## src/rtl/multiplexor_display.sv

```systemverilog
// Time-multiplexed common-anode 7-segment driver with a blank guard between digits.
// Optional leading-zero suppression is enabled by defining SUPRIMIR_CEROS_EN.
module multiplexor_display #(
    parameter int NUM_DIGITOS    = 2,
    parameter int CICLOS_APAGADO = 4,
    localparam int DW = (NUM_DIGITOS > 1) ? $clog2(NUM_DIGITOS) : 1
) (
    input  logic                     reloj,
    input  logic                     reset,
    input  logic                     contador_actualizar,
    input  logic [4*NUM_DIGITOS-1:0] valor_bcd,
    output logic [NUM_DIGITOS-1:0]   anodos,
    output logic [6:0]               segmentos,
    output logic [DW-1:0]            digito_activo
);

    localparam int CW = (CICLOS_APAGADO > 1) ? $clog2(CICLOS_APAGADO) : 1;

    localparam logic [1:0] REPOSO  = 2'd0;
    localparam logic [1:0] MOSTRAR = 2'd1;
    localparam logic [1:0] APAGADO = 2'd2;

    logic [1:0]             estado, estado_sig;
    logic [CW-1:0]          cuenta, cuenta_sig;
    logic [DW-1:0]          digito_sig;
    logic                   sinc1, sinc2, sinc3, paso;
    logic [NUM_DIGITOS-1:0] anodos_sig;
    logic [6:0]             segmentos_sig;
    logic [3:0]             digito_sel;
`ifdef SUPRIMIR_CEROS_EN
    logic [NUM_DIGITOS:0]   ceros_arriba;
`endif

    function automatic logic [6:0] decodificar(input logic [3:0] bcd);
        case (bcd)
            4'd0:    decodificar = 7'h40;
            4'd1:    decodificar = 7'h79;
            4'd2:    decodificar = 7'h24;
            4'd3:    decodificar = 7'h30;
            4'd4:    decodificar = 7'h19;
            4'd5:    decodificar = 7'h12;
            4'd6:    decodificar = 7'h02;
            4'd7:    decodificar = 7'h78;
            4'd8:    decodificar = 7'h00;
            4'd9:    decodificar = 7'h10;
            default: decodificar = 7'h3F;
        endcase
    endfunction

    // Toggle crosses clock domains; paso is registered so the step lands three edges after sampling.
    always_ff @(posedge reloj or posedge reset) begin
        if (reset) begin
            sinc1 <= 1'b0;
            sinc2 <= 1'b0;
            sinc3 <= 1'b0;
            paso  <= 1'b0;
        end else begin
            sinc1 <= contador_actualizar;
            sinc2 <= sinc1;
            sinc3 <= sinc2;
            paso  <= sinc2 ^ sinc3;
        end
    end

    always_comb begin
        estado_sig = estado;
        cuenta_sig = cuenta;
        digito_sig = digito_activo;
        case (estado)
            REPOSO: begin
                if (paso) begin
                    estado_sig = APAGADO;
                    cuenta_sig = CW'(CICLOS_APAGADO - 1);
                end
            end
            MOSTRAR: begin
                if (paso) begin
                    estado_sig = APAGADO;
                    cuenta_sig = CW'(CICLOS_APAGADO - 1);
                    digito_sig = (digito_activo == DW'(NUM_DIGITOS - 1)) ? '0 : digito_activo + 1'b1;
                end
            end
            APAGADO: begin
                if (cuenta == '0)
                    estado_sig = MOSTRAR;
                else
                    cuenta_sig = cuenta - 1'b1;
            end
            default: estado_sig = REPOSO;
        endcase
    end

    // Outputs are derived from the next state so anodes and segments switch on the same edge.
    always_comb begin
        anodos_sig    = '1;
        segmentos_sig = 7'h7F;
        digito_sel    = 4'd0;
`ifdef SUPRIMIR_CEROS_EN
        ceros_arriba[NUM_DIGITOS] = 1'b1;
        for (int i = NUM_DIGITOS - 1; i >= 0; i--)
            ceros_arriba[i] = ceros_arriba[i+1] && (valor_bcd[4*i +: 4] == 4'd0);
`endif
        if (estado_sig == MOSTRAR) begin
            for (int i = 0; i < NUM_DIGITOS; i++) begin
                if (DW'(i) == digito_sig) begin
                    digito_sel    = valor_bcd[4*i +: 4];
                    anodos_sig[i] = 1'b0;
                    segmentos_sig = decodificar(valor_bcd[4*i +: 4]);
`ifdef SUPRIMIR_CEROS_EN
                    if (i > 0 && ceros_arriba[i]) begin
                        anodos_sig[i] = 1'b1;
                        segmentos_sig = 7'h7F;
                    end
`endif
                end
            end
        end
    end

    always_ff @(posedge reloj or posedge reset) begin
        if (reset) begin
            estado        <= REPOSO;
            cuenta        <= '0;
            digito_activo <= '0;
            anodos        <= '1;
            segmentos     <= 7'h7F;
        end else begin
            estado        <= estado_sig;
            cuenta        <= cuenta_sig;
            digito_activo <= digito_sig;
            anodos        <= anodos_sig;
            segmentos     <= segmentos_sig;
        end
    end

    logic unused_sel;
    assign unused_sel = ^digito_sel;

endmodule

```

## config.mk

```make
export PLATFORM = sky130hd
export DESIGN_NAME = multiplexor_display
export DESIGN_NICKNAME = d
export VERILOG_FILES = /design/src/rtl/multiplexor_display.sv
export SDC_FILE = /design/constraint.sdc
export NUM_CORES = 1
export LEC_CHECK = 0
export BUFFER_PORTS_ARGS = -buffer_cell sky130_fd_sc_hd__buf_2
export CORE_MARGIN = 1.5
export CORE_UTILIZATION = 39
export CTS_BUF_LIST = sky130_fd_sc_hd__clkbuf_16
export DETAILED_ROUTE_END_ITERATION = 8
export PLACE_DENSITY = 0.61
export SYNTH_ARGS = -nofsm -noshare
export SYNTH_HDL_FRONTEND = slang
export SYNTH_SLANG_ARGS = --single-unit
```

## constraint.sdc

```tcl
create_clock -name reloj -period 3 [get_ports reloj]
set_input_delay 0.6 -clock reloj [delete_from_list [all_inputs] [get_ports reloj]]
set_output_delay 0.6 -clock reloj [all_outputs]
set_load 0.005 [all_outputs]
```

* Word level (Yosys, flattened, before mapping)
Memory sizes are Yosys's and may differ from the RTL's.
Index checks and enable logic that the tools add are counted.
** Cells by class
- Add/sub/neg operators :: 2
- $mul :: 0
- Divide/modulo/power cells :: 0
- Order comparisons :: 0
- Eq/ne operators :: 5
- Shift operators :: 0
- Muxes and demuxes :: 14
- Bitwise gates (word level) :: 1
- Reduce and logical (&&, ||, !) cells :: 5
** Operators with widths (number)
- 7-bit 2-to-1 mux :: 2
- 2-bit 2-to-1 mux :: 5
- 2-bit case mux with 2 select lines :: 2
- 1-bit 2-to-1 mux :: 5
- 2-bit by 1-bit equality test with 1-bit output, second input constant :: 2
- 2-bit logical NOT :: 2
- 3-bit AND reduction :: 1
- 2-bit equality test, second input constant :: 1
- 2-bit by 1-bit != test with 1-bit output, second input constant :: 1
- 2-bit != test, second input constant :: 1
- 2-bit nonzero test :: 1
- 2-bit OR reduction :: 1
- 2-bit by 1-bit subtractor with 2-bit output, second input constant :: 1
- 1-bit adder, second input constant :: 1
- 1-bit bitwise XOR :: 1
** Storage, ports and cells
- Bits in registers :: 18
- Latch bits :: 0
- RAM bits :: 0
- ROM bits :: 224
- Input port bits :: 11
- Output and inout bits :: 10
- Logic and storage cells :: 38
- Memories kept :: 2
** Memory list
- (name not given) :: words 16, width 7, read ports 1, clocked after Yosys merged registers in 0, wr ports 0, RTL line 35 : case (bcd)
- (name not given) :: words 16, width 7, read ports 1, clocked after Yosys merged registers in 0, wr ports 0, RTL line 35

* Longest topological paths before layout
Gate-level depths: netlist (run 1).
- Word-level depth :: 6
- Mapped depth :: 5
- Mapped depth without buffers :: 5

* Worst setup path after synthesis (run 1)
Ideal clock, no wire load.
- Path kind :: input-to-reg
- Start :: in valor_bcd[6]
- End :: reg segmentos[1]
- Library setup time :: 80 ps
- Data arrival time :: 1376 ps
- Required time :: 2920 ps
- Path slack :: 1544 ps
- Cell stages on the path :: 4
- Path buffers :: 1
- Cells stage by stage :: buf_2 -> or2_2 -> o2bb2ai_2 -> o22a_1
** On the way
- Word-level cells in the longest chain between the ends :: 3
** RTL lines
- from (decl) :: RTL line 11 : input logic [4*NUM_DIGITOS-1:0] valor_bcd,
- memory read 16 x 7 bit
- 7-bit 2-to-1 mux :: RTL line 105 : if (DW'(i) == digito_sig) begin
- 7-bit 2-to-1 mux :: RTL line 103 : if (estado_sig == MOSTRAR) begin
- named net segmentos_sig[1] :: RTL line 28 : logic [6:0] segmentos_sig;
- to (signal assigned) :: RTL line 132 : segmentos <= segmentos_sig;
- to (decl) :: RTL line 13 : output logic [6:0] segmentos,
The timed path passes the listed nets, and every way through them passes these cells.
A chain may end at the register's enable or synchronous reset.

* Worst setup path in the final report (run 1)
- Start :: reg segmentos[0]
- End :: out segmentos[0]
No word-level cell between the ends.

==> impl_results.md, run 1 <==
* Post-CTS setup buffer count at 0
* Cell taking the most area after synthesis: dfstp_2
* Net Switching at 256 uW
* Worst Path Buf+Inv at 1
* Avg Cell Area, Syn at 10.6 um2
* Synth top area share at 21.8%
* CP max stage cell: dfstp_2
* CTS tree: built
* Port Buf Inserts at 20
* Antenna violations before repair at 0
* Largest net degree at the start of global routing at 19
* Slew Limit Fails at 0
* Crit path capture type: primary output
* Worst Path Required at 2.40 ns
* Yosys warns at 0
* Worst path arrival time at 0.86 ns
* Cts bufs inserted at 3
* First-pass GRT wire length at 3370 um
* Share of cells above drive strength 1 at 32.0%
* Worst-path clk slew at 0.05 ns
* Area contributors post-synth: dfstp_2 22%, dfrtp_1 21%, ha_1 13%, o22a_1 5.7%, a21oi_1 4.2%
* Most common cell in the synthesized netlist: ha_1
* Crit path launch type: flop
* Number of flops mapped to enable cells by yosys at 0
* P&R area growth vs syn at 18.2%
* Asr flop ratio synth at 100%
* Syn Nets at 124
* Leak at 0.000565 uW
* Switch share at 28.9%
* Final Setup Violations at 0
* Iter 0 DRT Violations at 5
* Fin nets at 145
* Via-to-Cell Ratio at 5.07
* Antenna Cells at 0
* Total GRT Usage at 13.8%
* Register area share after synthesis at 42.7%
* TNS Setup at 0 ns
* Synthesized flop and latch total at 18
* Post_cts resized at 0
* Die Span X at 55.7 um
* Cells after Synth at 102
* Total power at 888 uW
* CORE AREA at 2540 um2
* Cell Chain, Critical Path: buf_2
* Unrepaired setup endpoints after global routing: false
* CP Class: reg2out
* Dominant register cell in the synthesized netlist: dfstp_2
* Hpwl dp at 1510 um
* Worst-Skew Late Latency at 0.25 ns
* Clock power share at 30.2%
* Cell Rows at 18
* Comb power frac at 27.0%
* Slowest stage delay, CP at 0.52 ns
* DR pass1 iterations at 4
* Peak Freq at 0.684 GHz
* Routed vias at 771
* Max_slew headroom at 55.2%
* Synth top cells by count: 11 x ha_1, 9 x a21oi_1, 9 x dfrtp_1, 9 x dfstp_2, 8 x inv_1
* Sequential share of power at 42.8%
* Worst-Margin Slew at 0.672 ns
* Vias in the first global route at 778
* CP max FO at 1
* Mapped cell area at 1080 um2
* Maxcap violations at 0
* Final Critical Period at 1.46 ns
* # hold bufs at CTS at 0
* Antenna Violating Nets Remaining at 0
* Boundary Pins at 21
* Synth cell types at 26
* Final Hold Viols at 0
* Clk sink count at 18
* Int Power at 631 uW
* CTS root buf: clkbuf_16
* Final WL at 1950 um
* Outcome: completed
* PwrDens at 694 nW/um2
* Initial Util at 42.5%
* Clock Skew at 0.00102 ns
* Bufs on Longest Clock Path at 2
* Die area at 3100 um2
* Max VDD drop at 0.000413 V
* GRT overflow at 0
* Crit path max-delay family: flip-flops
* H-tree depth at 1
* Period utilization at 48.8%
* DRC viols at 0
* Wire length per cell at 12.8 um
* Final GP Congestion at 0.719
* Hold Path Class: reg2reg
* Die Span Y at 55.7 um
[state kept, by name, indices dropped and copies added, names as in the netlist]
register and cells:
paso 1, sinc1 1, sinc3 1, sinc2 1, estado 2, digito_activo 1, segmentos 7, cuenta 2
anodos 2
[layer usage]
layer  global-route usage [%]  vias up  routed length, um
met1                     15.8      359                843
met5                        0        -                  0
met4                     7.67        0                 38
met3                     3.95        4                 91
met2                     23.0       20                977
li1                         -      388                  -
[worst paths after layout]
path                                         from                      end  slack (ns)  depth (start not counted)
setup / recovery           segmentos[0]$_DFF_PP1_             segmentos[0]        1.54                          1
hold / removal                    sinc1$_DFF_PP0_          sinc2$_DFF_PP0_        0.37                          0
max in group asynchronous                   reset  digito_activo$_DFF_PP0_        2.13                          2
setup reg to reg            cuenta[0]$_DFFE_PP0P_   segmentos[0]$_DFF_PP1_        1.56                          5
hold reg to reg                   sinc1$_DFF_PP0_          sinc2$_DFF_PP0_        0.37                          0
min in group asynchronous                   reset          sinc1$_DFF_PP0_        0.45                          2
[area by class of cell]
cell class                 instances  area [um2]
clock inverter                     1        3.75
tap                               30        37.5
inverter                           8        30.0
clock buffer                       3        75.1
sequential                        18         462
multi-input combinational         72         571
fill                             258        1270
timing repair buffer              20         100
[kinds of logic after synthesis]
family,count (synthesis),share of synthesized area [%]
simple gates,35,21.7
fa+ha+maj,11,12.7
mux,1,1.04
compound gates,23,15.6
buf+inv,12,4.62
xor+xnor,2,1.62
flops,18,42.7
[per-stage QoR]
step                cell area (um2)  hold WS (ns)  instances  utilization, %  setup slack (ns)
global placement               1200         0.337        148            47.1              1.40
CTS                            1280         0.364        152            50.2              1.53
global route                   1280         0.378        152            50.2              1.47
detailed placement             1200         0.352        148            47.1              1.36
finish                         1280         0.367        152            50.2              1.54
floorplan                      1080         0.331        102               -              1.54
[power by group through the flow]
stage	Sequential, uW	Combinational, uW	Clock (uW)
final	380	239	268
after global routing	393	271	288
after CTS	381	244	271
after detailed placement	385	242	0
after global placement	382	238	0
after floorplan	381	167	0
[placed cells by master, fill, tap and decap left out, types with 3 or more instances in the layout]
master      n
a21oi_1     9
o21ai_0     3
nand3b_1    3
ha_1       11
dfstp_2     9
nand2_1     7
dfrtp_1     9
nand2b_1    5
buf_2      20
nor2b_1     5
clkbuf_16   3
inv_1       8
o22a_1      7
or2_2       3
Power figures use the tool's default switching activity.
==> inputs of run 2 (changes only) <==
Clock period 3 ns to 1.43 ns, I/O delays scaled along.
==> run 2 against run 1 <==
Against the previous run: wire length up 4.2%; count of clock-buffer cells in the layout is the same; critical path type is now reg2reg; sequential power grew 110%; non-clock buffer count is 2 higher; final area grew 2.3%; clock skew up 0.0043 ns; combinational power is 130% higher; sequential cell count unchanged; highest routed layer unchanged; hold slack got worse by 0.22 ns; sequential share of layout area is 0.83 points lower.
==> impl_results.md, run 2 (synthesis results as in run 1) <==
* Final WL at 2030 um (+4.2%)
* Fill cells at 233 (-9.7%)
* Largest register FFs at 7 (unchanged)
* Bufs on Longest Clock Path at 2 (unchanged)
* Worst Path Buf+Inv at 1 (unchanged)
* Wire length on met3 at 59 um (-35%)
* Crit path capture type: flop
* Wire length per cell at 13.2 um (+2.8%)
* GRT overflow at 0 (unchanged)
* Post-Layout Cell Count at 154 (+1.3%)
* Worst-Margin Slew at 0.299 ns (-0.373 ns)
* Worst-Skew Late Latency at 0.25 ns (about the same)
* Most frequent cells in the layout: 20 x buf_2, 10 x ha_1, 9 x a21oi_1, 9 x dfstp_2, 9 x dfrtp_1
* Die Span X at 55.7 um (unchanged)
* Crit path launch type: flop
* Final Hold Viols at 0 (unchanged)
* Slowest stage delay, CP at 0.38 ns (-0.14 ns)
* Crit path max-delay family: flip-flops
* Antenna violations before repair at 0 (unchanged)
* Cts bufs inserted at 3 (unchanged)
* Clock power share at 29.2% (-1.0 points)
* Cell Chain, Critical Path: inv_2 > ha_4 > o21ai_0 > o21ai_1 > mux2_2
* Iter 0 DRT Violations at 7 (+2)
* Port Buf Inserts at 20 (unchanged)
* Max layer used: met4
* Final worst slack at 0.103 ns (-1.43 ns)
* Unrepaired setup endpoints after global routing: false
* Switch share at 29.4% (+0.56 points)
* Worst path arrival time at 1.46 ns (+0.60 ns)
* Boundary Pins at 21 (unchanged)
* Commonest non-fill, non-tap cell in the layout: buf_2
* Antenna Cells at 0 (unchanged)
* Die area at 3100 um2 (unchanged)
* Final Critical Period at 1.33 ns
* Hold Path Class: in2reg
* Routed vias at 771 (unchanged)
* Total power at 1910 uW (+120%)
* Die Span Y at 55.7 um (unchanged)
* Peak Freq at 0.754 GHz
* Worst-path clk slew at 0.05 ns (about the same)
* Clock Skew at 0.00529 ns (+0.00427 ns)
* Dpl ws at -0.0119 ns (-1.37 ns)
* Antenna Violating Nets Remaining at 0 (unchanged)
* Worst Path Required at 1.57 ns (-0.83 ns)
* Final Setup Violations at 0 (unchanged)
* Fin nets at 147 (+1.4%)
* Area taken by multi-input logic gates at 583 um2 (+2.2%)
* Leak at 0.000572 uW (+1.2%)
* DRC viols at 0 (unchanged)
* Routed met2 length at 1030 um (+5.2%)
* Cell Rows at 18 (unchanged)
* Register area at 462 um2 (unchanged)
* P&R area growth vs syn at 20.9%
* Wl on met1 at 910 um (+7.9%)
* H-tree depth at 1 (unchanged)
* Reg2Reg Setup Slack at 0.10 ns (-1.46 ns)
* CORE AREA at 2540 um2 (unchanged)
* Total GRT Usage at 14.7% (+0.87 points)
* Share of cells above drive strength 1 at 33.9% (+1.9 points)
* Hold Slack at 0.143 ns (-0.224 ns)
* Largest net degree at the start of global routing at 14 (-5)
* Int Power at 1350 uW (+110%)
* Maxcap violations at 0 (unchanged)
* Sequential share of power at 42.2% (-0.6 points)
* Vias in the first global route at 769 (-1.2%)
* CP max stage cell: dfrtp_1
* Slew Limit Fails at 0 (unchanged)
* Max_slew headroom at 80.1% (+25 points)
* Worst reg2reg startpoint: cuenta[0]$_DFFE_PP0P_
* Initial Util at 42.5% (unchanged)
* CP max FO at 5 (+4)
* Design Area, Final at 1310 um2 (+2.3%)
* Comb power frac at 28.6% (+1.6 points)
* PwrDens at 1460 nW/um2 (+110%)
* Post-DP Area at 1210 um2 (+0.63%)
* DP Cell Count at 149 (+0.68%)
* CTS tree: built
* First-pass GRT wire length at 3500 um (+3.7%)
* Hpwl dp at 1640 um (+8.7%)
* CTS root buf: clkbuf_16
* Net Switching at 563 uW (+120%)
* Clk sink count at 18 (unchanged)
* DR pass1 iterations at 4 (unchanged)
* Worst Min Path Start: contador_actualizar
* Outcome: completed
* CP Class: reg2reg
* Period utilization at 92.8%
* CP startpoint: cuenta[0]$_DFFE_PP0P_
* Max VDD drop at 0.000745 V (+80%)
* Largest Register: segmentos
* Final GP Congestion at 0.760 (+5.7%)
* Via-to-Cell Ratio at 5.01 (-1.3%)
==> run 2: cell count changes in the layout (fill, tap and decap cells not counted), sizes merged <==
cell / before / now
dlygate4sd3: 0 / 1
buf: 20 / 21
==> run 2: repair_timing <==
action                                  in CTS  in global routing
gates resized for setup                      1                  3
hold endpoints to repair                     1                  0
endpoints found under the setup margin       1                  6
hold buffers                                 1                  0
setup buffers                                0                  0
==> run 2: worst reg2reg max path: stages (launching register included) <==
cell and delay, ns:
dfrtp_1 0.38, inv_2 0.08, ha_4 0.15, o21ai_0 0.09, o21ai_1 0.16, mux2_2 0.35
==> run 2: cell type report <==
class                      instances  area share (%)
sequential                        18            35.3
clock buffer                       3            5.74
inverter                           8            2.29
timing repair buffer              22            8.99
tap                               30            2.87
clock inverter                     1           0.287
multi-input combinational         72            44.6
==> run 2: worst paths after layout <==
path                                          end  depth (start not counted)
hold / removal                    sinc1$_DFF_PP0_                          1
max in group asynchronous  segmentos[5]$_DFF_PP1_                          4
min in group asynchronous         sinc1$_DFF_PP0_                          3
hold reg to reg                   sinc2$_DFF_PP0_                          0
setup reg to reg            cuenta[1]$_DFFE_PP0P_                          5
setup / recovery            cuenta[1]$_DFFE_PP0P_                          5
==> run 2: power by group through the flow <==
stage               logic (uW)  clock network [uW]  registers [uW]
floorplan                  350                   0             798
finish                     547                 558             806
detailed placement         520                   0             816
global placement           497                   0             807
global route               619                 588             827
CTS                        528                 563             809
==> run 2: stage by stage <==
| step | TNS, ns | util [%] |
|---|---|---|
| after floorplan | 0 | - |
| after global placement | 0 | 47.4 |
| after detailed placement | -0.0119 | 47.4 |
| after CTS | 0 | 50.9 |
| after global routing | 0 | 51.4 |
| final | 0 | 51.4 |
==> run 2: layer usage <==
| metal | up-vias | global-route usage, % |
|---|---|---|
| li1 | 391 | - |
| met1 | 363 | 17.5 |
| met2 | 15 | 24.8 |
| met3 | 2 | 3.72 |
| met4 | 0 | 6.27 |
| met5 | - | 0 |
==> inputs of run 3 (changes only) <==
Clock period 1.43 ns to 1.28 ns, I/O delays scaled along.
==> run 3 against run 2 <==
Against the previous run: the run now ends with setup timing left; largest power group unchanged; worst setup slack got worse by 0.12 ns; core utilization increased by 4.3 points; sequential cell count unchanged; combinational power increased by 44%; clock power increased by 11%; non-clock buffer count increased by 9.
==> impl_results.md, run 3 (synthesis results as in run 1) <==
* Outcome: complete, but fails checks
* Failing checks: setup timing
* Slowest stage delay, CP at 0.39 ns (about the same)
* PwrDens at 1650 nW/um2 (+13%)
* Final Hold Viols at 0 (unchanged)
* Worst r2r dst: segmentos[3]$_DFF_PP1_
* Comb power frac at 33.7% (+5.1 points)
* TNS Setup at -0.0644 ns (-0.0644 ns)
* Int Power at 1630 uW (+21%)
* CP max FO at 5 (unchanged)
* Maxcap violations at 0 (unchanged)
* Max layer used: met4
* Worst-Skew Late Latency at 0.25 ns (about the same)
* Cts bufs inserted at 3 (unchanged)
* Crit path capture type: flop
* Antenna violations before repair at 0 (unchanged)
* Die Span X at 55.7 um (unchanged)
* Cell Chain, Critical Path: inv_2 > ha_4 > and4bb_2 > o2bb2ai_4 > o22a_1
* Final Critical Period at 1.30 ns (-0.0263 ns)
* Hold Path Class: in2async
* Die Span Y at 55.7 um (unchanged)
* Clk sink count at 18 (unchanged)
* Total GRT Usage at 15.1% (+0.40 points)
* Share of cells above drive strength 1 at 46.6% (+13 points)
* Vias in the first global route at 817 (+6.2%)
* Worst-path clk slew at 0.05 ns (about the same)
* Bufs on Longest Clock Path at 2 (unchanged)
* Largest Register: segmentos
* CP Class: reg2reg
* DR pass1 iterations at 4 (unchanged)
* Design Area, Final at 1420 um2 (+8.4%)
* CORE AREA at 2540 um2 (unchanged)
* Register area at 464 um2 (+0.54%)
* Fin nets at 156 (+6.1%)
* Final worst slack at -0.0203 ns (-0.124 ns)
* Hpwl dp at 1610 um (-1.5%)
* Final GP Congestion at 0.827 (+8.9%)
* Worst-Margin Slew at 0.451 ns (+0.153 ns)
* Crit path launch type: flop
* Worst reg2reg startpoint: cuenta[1]$_DFFE_PP0P_
* Final WL at 2190 um (+7.9%)
* CP max stage cell: dfrtp_1
* P&R area growth vs syn at 31.1%
* Post-Layout Cell Count at 163 (+5.8%)
* Final Setup Violations at 4 (+4)
* Die area at 3100 um2 (unchanged)
* Initial Util at 42.5% (unchanged)
* Routed met2 length at 1160 um (+12%)
* H-tree depth at 1 (unchanged)
* Area taken by multi-input logic gates at 626 um2 (+7.3%)
* Wire length per cell at 13.4 um (+2.0%)
* Sequential share of power at 39.7% (-2.5 points)
* Port Buf Inserts at 20 (unchanged)
* Via-to-Cell Ratio at 5.10 (+1.8%)
* Largest register FFs at 7 (unchanged)
* Clock power share at 26.6% (-2.6 points)
* Boundary Pins at 21 (unchanged)
* Period utilization at 102% (+8.8 points)
* DRC viols at 0 (unchanged)
* Wire length on met3 at 83 um (+41%)
* Clock Skew at 0.00128 ns (-0.00401 ns)
* Total power at 2330 uW (+22%)
* Peak Freq at 0.769 GHz (+2.0%)
* Antenna Violating Nets Remaining at 0 (unchanged)
* Routed vias at 831 (+7.8%)
* Largest net degree at the start of global routing at 13 (-1)
* Post-DP Area at 1270 um2 (+5.2%)
* Unrepaired setup endpoints after global routing: true
* CTS tree: built
* Fill cells at 230 (-1.3%)
* Cell Rows at 18 (unchanged)
* Antenna Cells at 0 (unchanged)
* Switch share at 30.1% (+0.71 points)
* Max VDD drop at 0.00137 V (+83%)
* Dpl ws at -0.0320 ns (-0.0201 ns)
* Slew Limit Fails at 0 (unchanged)
* Most frequent cells in the layout: 20 x buf_2, 11 x buf_4, 10 x ha_1
* Worst path arrival time at 1.47 ns (about the same)
* Reg2Reg Setup Slack at -0.02 ns (-0.12 ns)
* Net Switching at 704 uW (+25%)
* First-pass GRT wire length at 3670 um (+4.9%)
* Commonest non-fill, non-tap cell in the layout: buf_2
* GRT overflow at 0 (unchanged)
* Reg2Reg Depth at 5 (unchanged)
* Leak at 0.000618 uW (+8.1%)
* CTS root buf: clkbuf_16
* Worst Path Required at 1.45 ns (-0.12 ns)
* Iter 0 DRT Violations at 16 (+9)
* Max_slew headroom at 69.9% (-10 points)
* Wl on met1 at 931 um (+2.3%)
* DP Cell Count at 157 (+5.4%)
## run 3: worst max path at each step
stage	start	endpoint	slack (ns)	depth (start not counted)
after floorplan	cuenta[0]$_DFFE_PP0P_	cuenta[1]$_DFFE_PP0P_	0.01	5
after global placement	valor_bcd[1]	segmentos[5]$_DFF_PP1_	0.0002	6
after detailed placement	cuenta[0]$_DFFE_PP0P_	cuenta[1]$_DFFE_PP0P_	-0.03	5
after CTS	cuenta[0]$_DFFE_PP0P_	segmentos[3]$_DFF_PP1_	0.0002	5
after global routing	cuenta[1]$_DFFE_PP0P_	segmentos[0]$_DFF_PP1_	-0.05	5
final	cuenta[1]$_DFFE_PP0P_	segmentos[3]$_DFF_PP1_	-0.02	5
## run 3: routing by layer
metal,up-vias,GRT usage (%)
li1,412,-
met1,396,18.4
met2,21,25.3
met3,2,4.19
met4,0,5.23
met5,-,0
## run 3: worst max-delay path, delay by kind of cell, from the launching register on
| kind | cells | cell delay, ns |
|---|---|---|
| AOI/OAI and AO/OA | 2 | 0.32 |
| and+or+nand+nor | 1 | 0.28 |
| buffers and inverters | 1 | 0.08 |
| adders and majority gates | 1 | 0.15 |
| DFF | 1 | 0.39 |
## run 3: cell type report
class / instances / share of cell area, %
sequential: 18 / 32.7
inverter: 8 / 2.12
clock buffer: 3 / 5.29
clock inverter: 1 / 0.265
multi-input combinational: 72 / 44.1
timing repair buffer: 31 / 12.9
tap: 30 / 2.65
## run 3: what timing repair did
item                                    4_1_cts  5_1_grt
endpoints found under the hold margin         0        0
hold buffers                                  0        0
pin swaps                                     1        6
gates cloned                                  0        0
resized for setup                             4       11
endpoints found under the setup margin        6        8
buffers inserted                              0        2
## run 3: stage by stage
stage	hold WS, ns	util [%]
6_report	0.00485	55.8
5_1_grt	0.0548	55.8
4_1_cts	0.00730	53.9
3_5_place_dp	0.270	49.9
3_3_place_gp	0.257	49.9
2_1_floorplan	0.188	-
## run 3: power by group through the flow
stage	clock, uW	sequential, uW	combinational (uW)
6_report	621	927	786
5_1_grt	661	952	865
4_1_cts	627	903	690
3_5_place_dp	0	904	644
3_3_place_gp	0	902	628
2_1_floorplan	0	894	399
